**config.mk**
```make
export PLATFORM = sky130hd
export DESIGN_NAME = ipsxb_fft_peak_search_flat
export DESIGN_NICKNAME = d
export VERILOG_FILES = /design/src/rtl/ipsxb_fft_peak_search_if.sv /design/src/rtl/ipsxb_fft_peak_search.sv /design/src/flat_wrapper.sv
export SDC_FILE = /design/constraint.sdc
export NUM_CORES = 1
export LEC_CHECK = 0
export ABC_AREA = 1
export BUFFER_PORTS_ARGS = -buffer_cell sky130_fd_sc_hd__buf_2
export CAP_MARGIN = 20
export CORE_MARGIN = 1
export CORE_UTILIZATION = 62
export DETAILED_ROUTE_END_ITERATION = 10
export PLACE_DENSITY = 0.91
export SLEW_MARGIN = 20
export SYNTH_ARGS = -nofsm -noshare
export SYNTH_HDL_FRONTEND = slang
export SYNTH_SLANG_ARGS = --single-unit
```
**constraint.sdc**
```tcl
create_clock -name i_aclk -period 5.7 [get_ports i_aclk]
set_input_delay 0.57 -clock i_aclk [delete_from_list [all_inputs] [get_ports i_aclk]]
set_output_delay 0.57 -clock i_aclk [all_outputs]
set_load 0.01 [all_outputs]
```
**src/rtl/ipsxb_fft_peak_search_if.sv**
```systemverilog
// FFT output stream as seen by the peak search: packed re/im lanes, frame end,
// and the bin-index / block-exponent sideband. No back-pressure on this stream.
interface ipsxb_fft_peak_search_if #(
  parameter int DATAOUT_WIDTH = 16,
  parameter int USER_WIDTH    = 24
);
  logic                       tvalid;
  logic [2*DATAOUT_WIDTH-1:0] tdata;
  logic                       tlast;
  logic [USER_WIDTH-1:0]      tuser;

  modport master (output tvalid, tdata, tlast, tuser);
  modport slave  (input  tvalid, tdata, tlast, tuser);
endinterface

```
**src/rtl/ipsxb_fft_peak_search.sv**
```systemverilog
// Per-frame peak search on FFT output: power per bin, windowed maximum,
// frame-integrity checking, and a one-cycle result strobe per frame.
module ipsxb_fft_peak_search #(
  parameter int LOGS_FFT_LEN  = 13,
  parameter int DATA_WIDTH    = 11,
  parameter int DATAOUT_WIDTH = 16,
  parameter int USER_WIDTH    = 24,
  parameter int MIN_BIN       = 1,
  parameter int MAX_BIN       = 4095
) (
  input  logic                    i_aclk,
  input  logic                    i_areset,
  input  logic                    i_aclken,
  ipsxb_fft_peak_search_if.slave  s_axis,
  output logic                    o_peak_valid,
  output logic [LOGS_FFT_LEN-1:0] o_peak_index,
  output logic [2*DATA_WIDTH-1:0] o_peak_power,
  output logic [7:0]              o_blk_exp,
  output logic                    o_frame_err,
  output logic [15:0]             o_frame_cnt
);
  localparam int SQ_W  = 2*DATA_WIDTH-1;
  localparam int PWR_W = 2*DATA_WIDTH;
  localparam logic [LOGS_FFT_LEN-1:0] LAST_BEAT = '1;
  localparam logic [LOGS_FFT_LEN-1:0] WIN_LO    = LOGS_FFT_LEN'(MIN_BIN);
  localparam logic [LOGS_FFT_LEN-1:0] WIN_HI    = LOGS_FFT_LEN'(MAX_BIN);

  // Square of a signed component; the top bit of the full product is always 0.
  function automatic logic [SQ_W-1:0] f_square(input logic signed [DATA_WIDTH-1:0] x);
    logic signed [PWR_W-1:0] xe;
    logic signed [PWR_W-1:0] prod;
    xe   = PWR_W'(x);
    prod = xe * xe;
    return prod[SQ_W-1:0];
  endfunction

  function automatic logic [PWR_W-1:0] f_power(input logic [SQ_W-1:0] a,
                                               input logic [SQ_W-1:0] b);
    return PWR_W'(a) + PWR_W'(b);
  endfunction

  logic [LOGS_FFT_LEN-1:0] r_beat_cnt;
  logic                    r_frm_err;

  logic                    r_vld_p0, r_vld_p1, r_vld_p2;
  logic                    r_last_p0, r_last_p1, r_last_p2;
  logic                    r_err_p0, r_err_p1, r_err_p2;

  logic signed [DATA_WIDTH-1:0] r_re_p0, r_im_p0;
  logic [SQ_W-1:0]              r_sqre_p1, r_sqim_p1;
  logic [PWR_W-1:0]             r_pwr_p2;
  logic [LOGS_FFT_LEN-1:0]      r_idx_p0, r_idx_p1, r_idx_p2;
  logic [7:0]                   r_exp_p0, r_exp_p1, r_exp_p2;

  logic                    r_have;
  logic [PWR_W-1:0]        r_run_max;
  logic [LOGS_FFT_LEN-1:0] r_run_idx;

  logic [LOGS_FFT_LEN-1:0] w_in_idx;
  logic                    w_beat_err;
  logic                    w_in_win;
  logic                    w_take;
  logic                    w_eof;
  logic [PWR_W-1:0]        w_max_nxt;
  logic [LOGS_FFT_LEN-1:0] w_idx_nxt;

  assign w_in_idx   = s_axis.tuser[LOGS_FFT_LEN-1:0];
  // Out-of-order bin, early tlast, or a full frame with no tlast.
  assign w_beat_err = (w_in_idx != r_beat_cnt) ||
                      (s_axis.tlast ? (r_beat_cnt != LAST_BEAT) : (r_beat_cnt == LAST_BEAT));

  assign w_in_win  = r_vld_p2 && (r_idx_p2 >= WIN_LO) && (r_idx_p2 <= WIN_HI);
  assign w_take    = w_in_win && (!r_have || (r_pwr_p2 > r_run_max));
  assign w_max_nxt = w_take ? r_pwr_p2 : r_run_max;
  assign w_idx_nxt = w_take ? r_idx_p2 : r_run_idx;
  assign w_eof     = r_vld_p2 && r_last_p2;

  always_ff @(posedge i_aclk) begin
    if (i_areset) begin
      r_beat_cnt   <= '0;
      r_frm_err    <= 1'b0;
      r_vld_p0     <= 1'b0;
      r_vld_p1     <= 1'b0;
      r_vld_p2     <= 1'b0;
      r_last_p0    <= 1'b0;
      r_last_p1    <= 1'b0;
      r_last_p2    <= 1'b0;
      r_err_p0     <= 1'b0;
      r_err_p1     <= 1'b0;
      r_err_p2     <= 1'b0;
      r_have       <= 1'b0;
      r_run_max    <= '0;
      r_run_idx    <= '0;
      o_peak_valid <= 1'b0;
      o_peak_index <= '0;
      o_peak_power <= '0;
      o_blk_exp    <= '0;
      o_frame_err  <= 1'b0;
      o_frame_cnt  <= '0;
    end else if (i_aclken) begin
      // S1: frame tracking on the input side
      r_vld_p0  <= s_axis.tvalid;
      r_last_p0 <= s_axis.tvalid & s_axis.tlast;
      r_err_p0  <= r_frm_err | w_beat_err;
      if (s_axis.tvalid) begin
        r_beat_cnt <= s_axis.tlast ? '0 : r_beat_cnt + LOGS_FFT_LEN'(1);
        r_frm_err  <= ~s_axis.tlast & (r_frm_err | w_beat_err);
      end
      // S2
      r_vld_p1  <= r_vld_p0;
      r_last_p1 <= r_last_p0;
      r_err_p1  <= r_err_p0;
      // S3
      r_vld_p2  <= r_vld_p1;
      r_last_p2 <= r_last_p1;
      r_err_p2  <= r_err_p1;
      // Search and result: the frame end publishes the max including its own beat.
      o_peak_valid <= w_eof;
      if (w_eof) begin
        o_peak_index <= w_idx_nxt;
        o_peak_power <= w_max_nxt;
        o_blk_exp    <= r_exp_p2;
        o_frame_err  <= r_err_p2;
        o_frame_cnt  <= o_frame_cnt + 16'd1;
        r_have       <= 1'b0;
        r_run_max    <= '0;
        r_run_idx    <= '0;
      end else if (w_take) begin
        r_have       <= 1'b1;
        r_run_max    <= w_max_nxt;
        r_run_idx    <= w_idx_nxt;
      end
    end
  end

  always_ff @(posedge i_aclk) begin
    if (i_aclken) begin
      // S1
      r_re_p0   <= s_axis.tdata[DATA_WIDTH-1:0];
      r_im_p0   <= s_axis.tdata[DATAOUT_WIDTH +: DATA_WIDTH];
      r_idx_p0  <= w_in_idx;
      r_exp_p0  <= s_axis.tuser[USER_WIDTH-1 -: 8];
      // S2
      r_sqre_p1 <= f_square(r_re_p0);
      r_sqim_p1 <= f_square(r_im_p0);
      r_idx_p1  <= r_idx_p0;
      r_exp_p1  <= r_exp_p0;
      // S3
      r_pwr_p2  <= f_power(r_sqre_p1, r_sqim_p1);
      r_idx_p2  <= r_idx_p1;
      r_exp_p2  <= r_exp_p1;
    end
  end
endmodule

```
**src/flat_wrapper.sv**
```systemverilog
// flat-port wrapper written by rule: the top's interface ports become plain ports
module ipsxb_fft_peak_search_flat 
#(
  parameter int LOGS_FFT_LEN  = 13,
  parameter int DATA_WIDTH    = 11,
  parameter int DATAOUT_WIDTH = 16,
  parameter int USER_WIDTH    = 24,
  parameter int MIN_BIN       = 1,
  parameter int MAX_BIN       = 4095
)
  (i_aclk, i_areset, i_aclken, o_peak_valid, o_peak_index, o_peak_power, o_blk_exp, o_frame_err, o_frame_cnt, s_axis_tvalid, s_axis_tdata, s_axis_tlast, s_axis_tuser);
  ipsxb_fft_peak_search_if #(.DATAOUT_WIDTH(DATAOUT_WIDTH), .USER_WIDTH(USER_WIDTH)) s_axis_i ();
  input  logic i_aclk;
  input  logic i_areset;
  input  logic i_aclken;
  output logic o_peak_valid;
  output logic [LOGS_FFT_LEN-1:0] o_peak_index;
  output logic [2*DATA_WIDTH-1:0] o_peak_power;
  output logic [7:0] o_blk_exp;
  output logic o_frame_err;
  output logic [15:0] o_frame_cnt;
  input wire logic [$bits(s_axis_i.tvalid)-1:0] s_axis_tvalid;
  input wire logic [$bits(s_axis_i.tdata)-1:0] s_axis_tdata;
  input wire logic [$bits(s_axis_i.tlast)-1:0] s_axis_tlast;
  input wire logic [$bits(s_axis_i.tuser)-1:0] s_axis_tuser;
  assign s_axis_i.tvalid = s_axis_tvalid;
  assign s_axis_i.tdata = s_axis_tdata;
  assign s_axis_i.tlast = s_axis_tlast;
  assign s_axis_i.tuser = s_axis_tuser;
  ipsxb_fft_peak_search #(.LOGS_FFT_LEN(LOGS_FFT_LEN), .DATA_WIDTH(DATA_WIDTH), .DATAOUT_WIDTH(DATAOUT_WIDTH), .USER_WIDTH(USER_WIDTH), .MIN_BIN(MIN_BIN), .MAX_BIN(MAX_BIN)) u_core (.i_aclk(i_aclk), .i_areset(i_areset), .i_aclken(i_aclken), .s_axis(s_axis_i), .o_peak_valid(o_peak_valid), .o_peak_index(o_peak_index), .o_peak_power(o_peak_power), .o_blk_exp(o_blk_exp), .o_frame_err(o_frame_err), .o_frame_cnt(o_frame_cnt));
endmodule
```
# Word-level counts from Yosys, hierarchy flattened
# Index checks and enable logic that the tools add are counted.
[op_classes]
n_addsub = 3
mul = 2
n_lt_le_gt_ge = 3
n_eq_ne = 3
n_mux = 10
bitwise = 4
reduce_logical = 11
[op_table]
columns = ["cell", "n"]
rows = [
  ["$mux W22", 3],
  ["$mux W13", 4],
  ["$mul A11 B11 Y21", 2],
  ["$add A21 B21 Y22", 1],
  ["$gt A22 B22 Y1", 1],
  ["$add A16 B1 Y16 const B", 1],
  ["$add A13 B1 Y13 const B", 1],
  ["$eq A13 B13 Y1 const B", 1],
  ["$ge A13 B1 Y1 const B", 1],
  ["$le A13 B12 Y1 const B", 1],
  ["$ne A13 B13 Y1", 1],
  ["$ne A13 B13 Y1 const B", 1],
  ["$reduce_and A2 Y1", 3],
  ["$logic_and A1 B1 Y1", 4],
  ["$mux W1", 3],
  ["$and A1 B1 Y1", 2],
  ["$logic_or A1 B1 Y1", 2],
  ["$reduce_bool A2 Y1", 1],
  ["$logic_not A1 Y1", 1],
  ["$not A1 Y1", 1],
  ["$or A1 B1 Y1", 1],
]
[word_totals]
regBits = 269
inputBits = 61
output_inout_bits = 61
elab_cells = 67

# Longest topological paths before layout
# Gate-level depths: netlist (run 1).
[logic_depth]
depth_word = 7
mapped_depth = 20
depth_no_buf = 20

# Worst setup path before layout (run 1)
# No wires, ideal clock.
[synth_timing]
path_type = "register to register"
startpoint = "register u_core.r_im_p0[2]"
endpoint = "register u_core.r_sqim_p1[19] (data pin)"
setup_ps = 262
arrival_ps = 4920
path_slack_ps = 518
path_stages_with_launch = 21
path_buffers = 1
synth_period_minus_slack_ps = 5182
path_cell_list = "edfxtp_1 clkbuf_1 nand2_1 inv_1 fa_1 inv_1 fa_1 inv_1 fa_1 fa_1 inv_1 fa_1 inv_1 ha_1 a21oi_1 o21ai_0 a21oi_1 o21ai_0 a21oi_1 o21bai_1 xor2_1"
[synth_between]
elab_chain_cells = 1
[synth_rtl]
columns = ["item", "line", "text"]
rows = [
  ["from (decl)", "ipsxb_fft_peak_search.sv:49", "logic signed [DATA_WIDTH-1:0] r_re_p0, r_im_p0;"],
  ["from (signal assigned)", "ipsxb_fft_peak_search.sv:140", "r_im_p0 <= s_axis.tdata[DATAOUT_WIDTH +: DATA_WIDTH];"],
  ["$mul A11 B11 Y21", "ipsxb_fft_peak_search.sv:33", "prod = xe * xe;"],
  ["to (signal assigned)", "ipsxb_fft_peak_search.sv:145", "r_sqim_p1 <= f_square(r_im_p0);"],
  ["to (decl)", "ipsxb_fft_peak_search.sv:50", "logic [SQ_W-1:0] r_sqre_p1, r_sqim_p1;"],
]
# No other way between the ends.
# A chain may end at the register's enable or synchronous reset.

# Worst setup path after layout (run 1)
[layout_timing]
startpoint = "register u_core.r_im_p0[4]"
endpoint = "register u_core.r_sqim_p1[16] (data pin)"
# Same word-level chain as after synthesis.

==> results of run 1 <==
-- sequential cells by signal, summed over array words and instances, names as in the netlist, 16 cells and up --
| register | cells |
|---|---|
| u_core.r_sqre_p1 | 20 |
| u_core.o_frame_cnt | 16 |
| u_core.r_sqim_p1 | 20 |
| u_core.r_pwr_p2 | 22 |
| u_core.r_run_max | 22 |
| u_core.o_peak_power | 22 |
-- cell type report --
cell class	count	area, µm²
Sequential cell	267	6820
Multi-Input combinational cell	1283	10500
Clock inverter	12	82.6
Inverter	433	1630
Clock buffer	40	766
Timing Repair Buffer	132	727
Tap cell	396	495
Fill cell	2168	9570
-- cells in the final DEF (no fill, tap or decap), drive strengths merged --
cell type  netlist  layout
o211ai           1       1
a221oi           1       1
o31ai            1       1
o21a             2       2
o221ai           1       1
buf             18     132
nand2          380     380
edfxtp         147     147
and2             2       2
clkbuf          50      40
dfxtp          120     120
nor4             5       5
nand3           95      95
a31oi           37      37
o21bai           4       4
a21o             5       5
a21boi           4       4
and3             1       1
nor3b            2       2
ha             126     126
o22ai            2       2
inv            433     435
clkinvlp         0       1
xor2            53      53
fa             199     199
or2              6       6
clkinv           0       9
a211oi           3       3
nand4            7       7
o21ai           91      91
nor2            84      84
a21oi          127     127
xnor2           29      29
nor3            15      15
-- worst max path at each step --
stage                       start                    to  slack [ps]
2_1_floorplan   u_core.r_im_p0[2]  u_core.r_sqim_p1[19]         520
3_3_place_gp    u_core.r_im_p0[6]  u_core.r_sqim_p1[16]         420
3_5_place_dp   u_core.r_im_p0[10]  u_core.r_sqim_p1[19]         230
4_1_cts        u_core.r_im_p0[10]  u_core.r_sqim_p1[19]         200
5_1_grt         u_core.r_im_p0[9]  u_core.r_sqim_p1[18]          10
6_report        u_core.r_im_p0[4]  u_core.r_sqim_p1[16]         240
-- layer usage --
metal / vias up / track usage
li1: 6659 / -
met1: 7051 / 0.302
met2: 549 / 0.489
met3: 143 / 0.0458
met4: 0 / 0.106
met5: - / 0
-- cell usage after synthesis (all sizes together), types with 2 or more instances --
| library cell | count | area, µm² |
|---|---|---|
| a211oi | 3 | 22.5 |
| a21boi | 4 | 30.0 |
| a21o | 5 | 37.5 |
| a21oi | 127 | 748 |
| a31oi | 37 | 246 |
| and2 | 2 | 12.5 |
| buf | 18 | 118 |
| clkbuf | 50 | 188 |
| dfxtp | 120 | 2400 |
| edfxtp | 147 | 4410 |
| fa | 199 | 3980 |
| ha | 126 | 1580 |
| inv | 433 | 1630 |
| nand2 | 380 | 1510 |
| nand3 | 95 | 493 |
| nand4 | 7 | 43.8 |
| nor2 | 84 | 337 |
| nor3 | 15 | 85.1 |
| nor3b | 2 | 15.0 |
| nor4 | 5 | 50.1 |
| o21a | 2 | 15.0 |
| o21ai | 91 | 455 |
| o21bai | 4 | 30.0 |
| o22ai | 2 | 12.5 |
| or2 | 6 | 37.5 |
| xnor2 | 29 | 254 |
| xor2 | 53 | 464 |
-- per-stage QoR --
stage / std cells / area, µm² / util / hold slack, ps
after CTS: 2555 / 21000 / 0.685 / 176
final: 2563 / 21000 / 0.687 / 190
after floorplan: 2051 / 19200 / - / 400
after global routing: 2563 / 21000 / 0.687 / 163
after detailed placement: 2503 / 20100 / 0.657 / 405
after global placement: 2503 / 20100 / 0.657 / 400
-- cell families after synthesis --
family	Yosys count	synth area share
AND/OR/NAND/NOR	597	0.135
buffers and inverters	501	0.100
adder cells (fa/ha/maj)	325	0.289
AO/OA/AOI/OAI	279	0.0847
flip-flops	267	0.354
XOR/XNOR	82	0.0373
-- repair_timing --
item                                    CTS  global route
gates resized for setup                   0             1
setup buffers                             0             8
endpoints found under the setup margin    0             5
-- power by group --
| group | internal, mW | switching [mW] |
|---|---|---|
| logic | 3.32 | 5.21 |
| registers | 2.83 | 0.164 |
| clock network | 0.939 | 0.751 |
| total | 7.09 | 6.12 |
==> impl_results.md, run 1 <==
- Status: completed
- Nets: 2531
- Hold endpoint: u_core.r_im_p0[4]
- F_max: 183 MHz
- Drt wl/cell: 16.1 µm
- Initial antenna violation count: 0
- Reg2reg start: u_core.r_im_p0[4]
- First drt pass iteration count: 6
- Crit-path leading delay family: adder cells
- Mean Syn Cell Area: 9.39 µm²
- Num CTS Buffers: 28
- Die Width: 178 µm
- Root Driver: clkbuf_16
- Die ar.: 31800 µm²
- N_diodes: 0
- #FFs+latches synth: 267
- Power Total: 13.2 mW
- Tcrit/Tclk final: 0.958
- Worst hold path startpoint: s_axis_tdata[20]
- Worst Clk Skew: 20.8 ps
- Uppermost layer routed: met4
- Share of flip-flops with an asynchronous set or reset: 0
- Slowest Stage Delay on Critical Path: 650 ps
- Final hold vios: 0
- Met3 wire len: 2810 µm
- Final worst path period need: 5460 ps
- Routed WL: 41300 µm
- CP Launch Type: flip-flop
- Vias post-DR: 14402
- Worst-path maximum fanout: 12
- Relative slew slack: 0.358
- Largest net degree at the start of global routing: 77
- Critical path type: reg2reg
- Crit. path cell count: 19
- RSZ-0062 raised after global routing: no
- Max IR drop VDD: 645 µV
- DRT iter0 DRCs: 1189
- Worst-Skew Late Latency: 560 ps
- Mapped Area: 19200 µm²
- Vias in the first global route: 14813
- Maxcap violations: 0
- Most frequent CP cell: inv_1
- Pins Over Slew Limit: 0
- Via density: 5.62
- GR Overflow Total: 0
- Synth Instances: 2051
- WP data required: 6000 ps
- Mapped Nets: 2437
- Area Overhead vs Synth: 9.20%
- CTS Sinks: 267
- IO buf count: 108
- Die Ht: 178 µm
- Share of cells above drive strength 1: 0.116
- Clk buf depth: 3
- CTS Hold Bufs: 0
- Netlist cell types: 49
- Final HPWL DP: 30400 µm
- Hold Crit Class: in2reg
- Number of routed nets with antenna violations: 0
- IO Pins: 122
- Core area: 30600 µm²
- # H-tree levels: 1
- CP cell instances: nand2_1 > fa_1 > inv_1 > fa_1 > inv_1 > fa_1 > inv_1 > fa_1 > inv_1 > fa_1 > inv_1 > ha_1 > nand2_1 > inv_1 > a21oi_1 > o21ai_1 > a21boi_0 > o21ai_1 > xor2_1
- Slowest stage cell on the critical path: edfxtp_1
- Clock Pin Slew Worst Setup and Hold Paths: 60 ps
- CP bufs+invs: 6
- Rows: 64
- Initial core utilization: 0.629
- Worst EP arrival: 5760 ps
- Hold path depth: 1
- Worst-Margin Slew: 961 ps
- Worst setup margin: 239 ps
- Setup TNS: 0 ps
- Critical R2R Capture: u_core.r_sqim_p1[16]
- DR DRC count: 0
- GRT Resource Usage Total: 0.265
- Final GP Congestion: 0.857
- Register area share after synthesis: 0.354
- First-pass GRT wire length: 67400 µm
- Main synth FF type: edfxtp_1
- Worst Reg2Reg Path Length in Cells: 19
- Metal2 WL: 21400 µm
- CTS tree: yes
- CP Capture Type: flip-flop
- R2R setup slack: 240 ps
- P_leak: 10.0 nW
- Post-synth EDFFs: 147
- Setup violators final: 0
- Ys Warns: 0
- Dpl ws: 233 ps
- M1 wire length: 15500 µm
- Pwr Density: 628 nW/µm²
Power figures use the tool's default switching activity.
==> run 2: changes to the inputs <==
--- a/config.mk
+++ b/config.mk
@@ -9,9 +9,9 @@
 export BUFFER_PORTS_ARGS = -buffer_cell sky130_fd_sc_hd__buf_2
 export CAP_MARGIN = 20
 export CORE_MARGIN = 1
-export CORE_UTILIZATION = 62
+export CORE_UTILIZATION = 60
 export DETAILED_ROUTE_END_ITERATION = 10
-export PLACE_DENSITY = 0.91
+export PLACE_DENSITY = 0.89
 export SLEW_MARGIN = 20
 export SYNTH_ARGS = -nofsm -noshare
 export SYNTH_HDL_FRONTEND = slang
==> impl_results.md, run 2 (same netlist as run 1, synthesis figures left out) <==
- IO buf count: 108
- Dpl ws: 271 ps
- CP cell instances: inv_2 > or2_2 > fa_1 > inv_1 > fa_1 > fa_1 > fa_1 > inv_1 > fa_1 > inv_1 > ha_1 > a21oi_1 > o21ai_0 > a21oi_1 > o21ai_0 > a21oi_1 > o21bai_1 > xor2_1
- Worst-path maximum fanout: 9
- Share of cells above drive strength 1: 0.116
- Worst EP arrival: 5810 ps
- Final HPWL DP: 29200 µm
- WP data required: 6000 ps
- Die Ht: 181 µm
- Final worst path period need: 5510 ps
- Drt wl/cell: 15.5 µm
- Setup violators final: 0
- First-pass GRT wire length: 67200 µm
- Crit-path leading delay family: adder cells
- Max IR drop VDD: 588 µV
- Initial core utilization: 0.610
- Tcrit/Tclk final: 0.966
- GR Overflow Total: 0
- Vias in the first global route: 14720
- Clock Pin Slew Worst Setup and Hold Paths: 60 ps
- Worst setup margin: 193 ps
- Sw Pwr: 5.92 mW
- Nets: 2526
- Slowest Stage Delay on Critical Path: 560 ps
- CP bufs+invs: 4
- Worst-Skew Late Latency: 560 ps
- Number of routed nets with antenna violations: 0
- Routed WL: 39700 µm
- Status: completed
- Most common cell after layout, fill and taps aside: inv_1
- Die Width: 181 µm
- Die ar.: 32800 µm²
- Critical path launch point: u_core.r_im_p0[10]
- Pwr Density: 622 nW/µm²
- CTS Hold Bufs: 0
- Slowest stage cell on the critical path: edfxtp_1
- Hold Crit Class: in2reg
- Fillcell total: 2293
- Flop pwr share: 0.229
- Via density: 5.53
- Largest net degree at the start of global routing: 92
- Worst Clk Skew: 9.50 ps
- Area Overhead vs Synth: 9.36%
- GRT Resource Usage Total: 0.250
- DRT iter0 DRCs: 971
- F_max: 182 MHz
- Clock share of power: 0.139
- Relative slew slack: 0.411
- First drt pass iteration count: 6
- Critical path type: reg2reg
- Num CTS Buffers: 29
- Pint: 7.18 mW
- Root Driver: clkbuf_16
- CTS tree: yes
- Sw Share: 0.452
- CP Launch Type: flip-flop
- Vias post-DR: 14192
- Clk buf depth: 3
- Worst hold path startpoint: s_axis_tdata[9]
- DR DRC count: 0
- Final GP Congestion: 0.858
- CP Capture Type: flip-flop
- N_diodes: 0
- Combinational Power Share: 0.632
- # H-tree levels: 1
- Most frequent CP cell: fa_1
- Rows: 65
- Core area: 31600 µm²
- Largest registers: u_core.o_peak_power: 22 flops, u_core.r_pwr_p2: 22 flops, u_core.r_run_max: 22 flops
- Worst-Margin Slew: 883 ps
- Maxcap violations: 0
- Setup TNS: 0 ps
- P_leak: 10.0 nW
- Commonest non-fill, non-tap cells in the layout: inv_1 (431), nand2_1 (347), fa_1 (199), edfxtp_1 (147), ha_1 (126)
- IO Pins: 122
- CTS Sinks: 267
- Final hold vios: 0
- Reg2reg start: u_core.r_im_p0[10]
- Initial antenna violation count: 0
- Pins Over Slew Limit: 0
- RSZ-0062 raised after global routing: no
[run 2: cell count changes in the layout (fill, tap and decap cells not counted), moves of 2 or more]
cell / change
buf_4: -6
bufinv_16: +2
clkbuf_1: -4
clkinv_2: +3
[run 2: metrics by stage]
stage / util / total power, mW / cells / instance area (µm²) / hold WS, ps
6_report: 0.667 / 13.1 / 2565 / 21100 / 181
3_3_place_gp: 0.638 / 10.8 / 2511 / 20100 / 401
3_5_place_dp: 0.638 / 11.2 / 2511 / 20100 / 405
4_1_cts: 0.667 / 13.1 / 2565 / 21100 / 156
2_1_floorplan: - / 9.37 / 2051 / 19200 / 400
5_1_grt: 0.667 / 14.4 / 2565 / 21100 / 165
[run 2: repair_timing]
| action | 4_1_cts | 5_1_grt |
|---|---|---|
| gates resized for setup | 0 | 1 |
| setup endpoints to repair | 0 | 1 |
| setup buffers | 0 | 0 |
[run 2: metal layers]
layer	GRT usage	up-vias	wire length, µm
met2	0.456	500	20700
met5	0	-	0
met1	0.309	6947	15700
met4	0.0827	0	937
li1	-	6654	-
met3	0.0290	91	2330
[run 2: worst register-to-register path: cells and delay by family, from the launching register on]
family	cells	cell delay (ps)
buffers and inverters	4	300
DFF	1	560
adders and majority gates	6	2990
AOI/OAI and AO/OA	6	940
and+or+nand+nor	1	330
xor gates and xnor gates	1	140
[run 2: cell type report]
class,instances,area [µm²],share of cell area
sequential,267,6820,0.324
clock inverter,18,155,0.00737
timing repair buffer,126,682,0.0324
clock buffer,36,762,0.0362
multi-input combinational,1283,10500,0.499
inverter,433,1630,0.0772
tap,402,503,0.0239
[run 2: power by group through the flow]
stage               clock network [mW]  registers, mW  logic (mW)
floorplan                            0           2.94        6.43
global placement                     0           3.03        7.82
detailed placement                   0           3.04        8.20
CTS                               1.85           3.00        8.27
global route                      1.92           3.02        9.48
finish                            1.81           3.00        8.28
[run 2: worst paths after layout]
path | end | slack (ps) | cells after the start
hold / removal | u_core.r_re_p0[9] | 180 | 1
setup / recovery | u_core.r_sqim_p1[19] | 190 | 18
hold reg to reg | u_core.r_idx_p2[7] | 410 | 0
setup reg to reg | u_core.r_sqim_p1[19] | 190 | 18
==> run 3: changes to the inputs <==
--- a/config.mk
+++ b/config.mk
@@ -9,9 +9,9 @@
 export BUFFER_PORTS_ARGS = -buffer_cell sky130_fd_sc_hd__buf_2
 export CAP_MARGIN = 20
 export CORE_MARGIN = 1
-export CORE_UTILIZATION = 60
+export CORE_UTILIZATION = 62
 export DETAILED_ROUTE_END_ITERATION = 10
-export PLACE_DENSITY = 0.89
+export PLACE_DENSITY = 0.91
 export SLEW_MARGIN = 20
 export SYNTH_ARGS = -nofsm -noshare
 export SYNTH_HDL_FRONTEND = slang
==> constraint.sdc (replaced) <==
create_clock -name i_aclk -period 6.3 [get_ports i_aclk]
set_input_delay 0.63 -clock i_aclk [delete_from_list [all_inputs] [get_ports i_aclk]]
set_output_delay 0.63 -clock i_aclk [all_outputs]
set_load 0.01 [all_outputs]
==> impl_results.md, run 3 (same netlist as run 1, synthesis figures left out) <==
- Commonest non-fill, non-tap cells in the layout: inv_1 (431), nand2_1 (347), fa_1 (199), edfxtp_1 (147), ha_1 (126)
- Most common cell after layout, fill and taps aside: inv_1
- Initial antenna violation count: 0
- Die Ht: 178 µm
- Initial core utilization: 0.629
- CP Capture Type: flip-flop
- Vias post-DR: 14166
- DR DRC count: 0
- Final core occ: 0.690
- Worst-Margin Slew: 944 ps
- Die ar.: 31800 µm²
- Final worst path period need: 5740 ps
- Status: completed
- Setup TNS: 0 ps
- First drt pass iteration count: 5
- Vias in the first global route: 14658
- CTS tree: yes
- Tcrit/Tclk final: 0.911
- Largest net degree at the start of global routing: 68
- P_leak: 10.1 nW
- Share of cells above drive strength 1: 0.115
- Final HPWL DP: 29800 µm
- Relative slew slack: 0.369
- Via density: 5.56
- WHS: 234 ps
- Final hold vios: 0
- Hold endpoint: u_core.r_re_p0[5]
- CTS Hold Bufs: 0
- Worst hold path startpoint: s_axis_tdata[5]
- Worst-Skew Late Latency: 570 ps
- GRT Resource Usage Total: 0.267
- Num CTS Buffers: 28
- Worst EP arrival: 6060 ps
- Maxcap violations: 0
- CTS Sinks: 267
- R2R setup slack: 560 ps
- Placed Instances: 2495
- Pins Over Slew Limit: 0
- Final cell count without fillers: 2548
- IO Pins: 122
- N_diodes: 0
- Drt wl/cell: 16.1 µm
- F_max: 174 MHz
- CP Launch Type: flip-flop
- RSZ-0062 raised after global routing: no
- IO buf count: 108
- Clk buf depth: 3
- Final Cell Area: 21100 µm²
- Largest registers: u_core.o_peak_power: 22 flops, u_core.r_pwr_p2: 22 flops, u_core.r_run_max: 22 flops
- Core area: 30600 µm²
- Reg2reg start: u_core.r_im_p0[2]
- Max IR drop VDD: 550 µV
- Die Width: 178 µm
- Hold path depth: 1
- Clock Pin Slew Worst Setup and Hold Paths: 70 ps
- Routed WL: 41000 µm
- Rows: 64
- First-pass GRT wire length: 67600 µm
- GR Overflow Total: 0
- Setup Fix Bufs, Post-CTS: 0
- Critical R2R Capture: u_core.r_sqim_p1[19]
- Root Driver: clkbuf_16
- Worst-path maximum fanout: 14
- Area Overhead vs Synth: 9.65%
- Placed instance area: 20100 µm²
- Worst Reg2Reg Path Length in Cells: 19
- Number of routed nets with antenna violations: 0
- Nets: 2516
- Pwr Density: 567 nW/µm²
- Resized cells post-CTS: 0
- Hold Crit Class: in2reg
- Worst Clk Skew: 15.8 ps
- # H-tree levels: 1
- Setup violators final: 0
- DRT iter0 DRCs: 1171
- WP data required: 6620 ps
- Final GP Congestion: 0.869
- Critical path type: reg2reg
## run 3: changes by cell type in the layout (fill, tap and decap cells not counted), moves of 3 or more
| cell | before | now |
|---|---|---|
| clkinv_1 | 4 | 0 |
| clkinv_2 | 6 | 3 |
| clkbuf_8 | 1 | 8 |
| clkbuf_1 | 6 | 3 |
| buf_4 | 18 | 8 |
## run 3: final cells by class
class	count	area (µm²)
Multi-Input combinational cell	1283	10500
Fill cell	2106	9480
Sequential cell	267	6820
Inverter	433	1630
Clock buffer	41	872
Timing Repair Buffer	117	634
Tap cell	396	495
Clock inverter	11	156
## run 3: report_power, final
group,switching [mW],internal (mW),leakage [nW]
logic,4.51,2.97,7.15
registers,0.154,2.56,2.41
clock network,0.727,1.06,0.507
total,5.39,6.58,10.1
## run 3: how the worst max path moves through the flow
| stage | cells after the start | startpoint | to | slack [ps] |
|---|---|---|---|---|
| final | 19 | u_core.r_im_p0[2] | u_core.r_sqim_p1[19] | 560 |
| after global routing | 19 | u_core.r_im_p0[2] | u_core.r_sqim_p1[19] | 190 |
| after CTS | 19 | u_core.r_im_p0[2] | u_core.r_sqim_p1[19] | 520 |
| after detailed placement | 19 | u_core.r_im_p0[2] | u_core.r_sqim_p1[19] | 540 |
| after global placement | 19 | u_core.r_im_p0[2] | u_core.r_sqim_p1[19] | 760 |
| after floorplan | 20 | u_core.r_im_p0[2] | u_core.r_sqim_p1[19] | 1120 |
## run 3: metal layers
metal / up-vias / track usage / share of wire
met4: 0 / 0.105 / 0.033
met2: 526 / 0.486 / 0.52
met3: 119 / 0.0332 / 0.059
li1: 6621 / - / -
met1: 6900 / 0.320 / 0.39
met5: - / 0 / 0
## run 3: metrics by stage
step           setup slack [ps]  power [mW]
2_1_floorplan              1120        8.47
3_5_place_dp                535        10.1
6_report                    563        12.0
5_1_grt                     186        13.1
3_3_place_gp                758        9.79
4_1_cts                     522        12.0
## run 3: worst max-delay path, cell delays in order (launching register included)
cell	delay (ps)
edfxtp_1	640
nand2_1	220
inv_1	110
fa_1	710
inv_1	120
fa_1	540
inv_1	50
fa_1	470
fa_1	560
inv_1	60
fa_1	530
inv_1	50
ha_1	340
nand2_1	80
nor2_1	140
nand4_1	100
o21ai_0	380
a21oi_1	130
o21bai_1	170
xor2_1	90
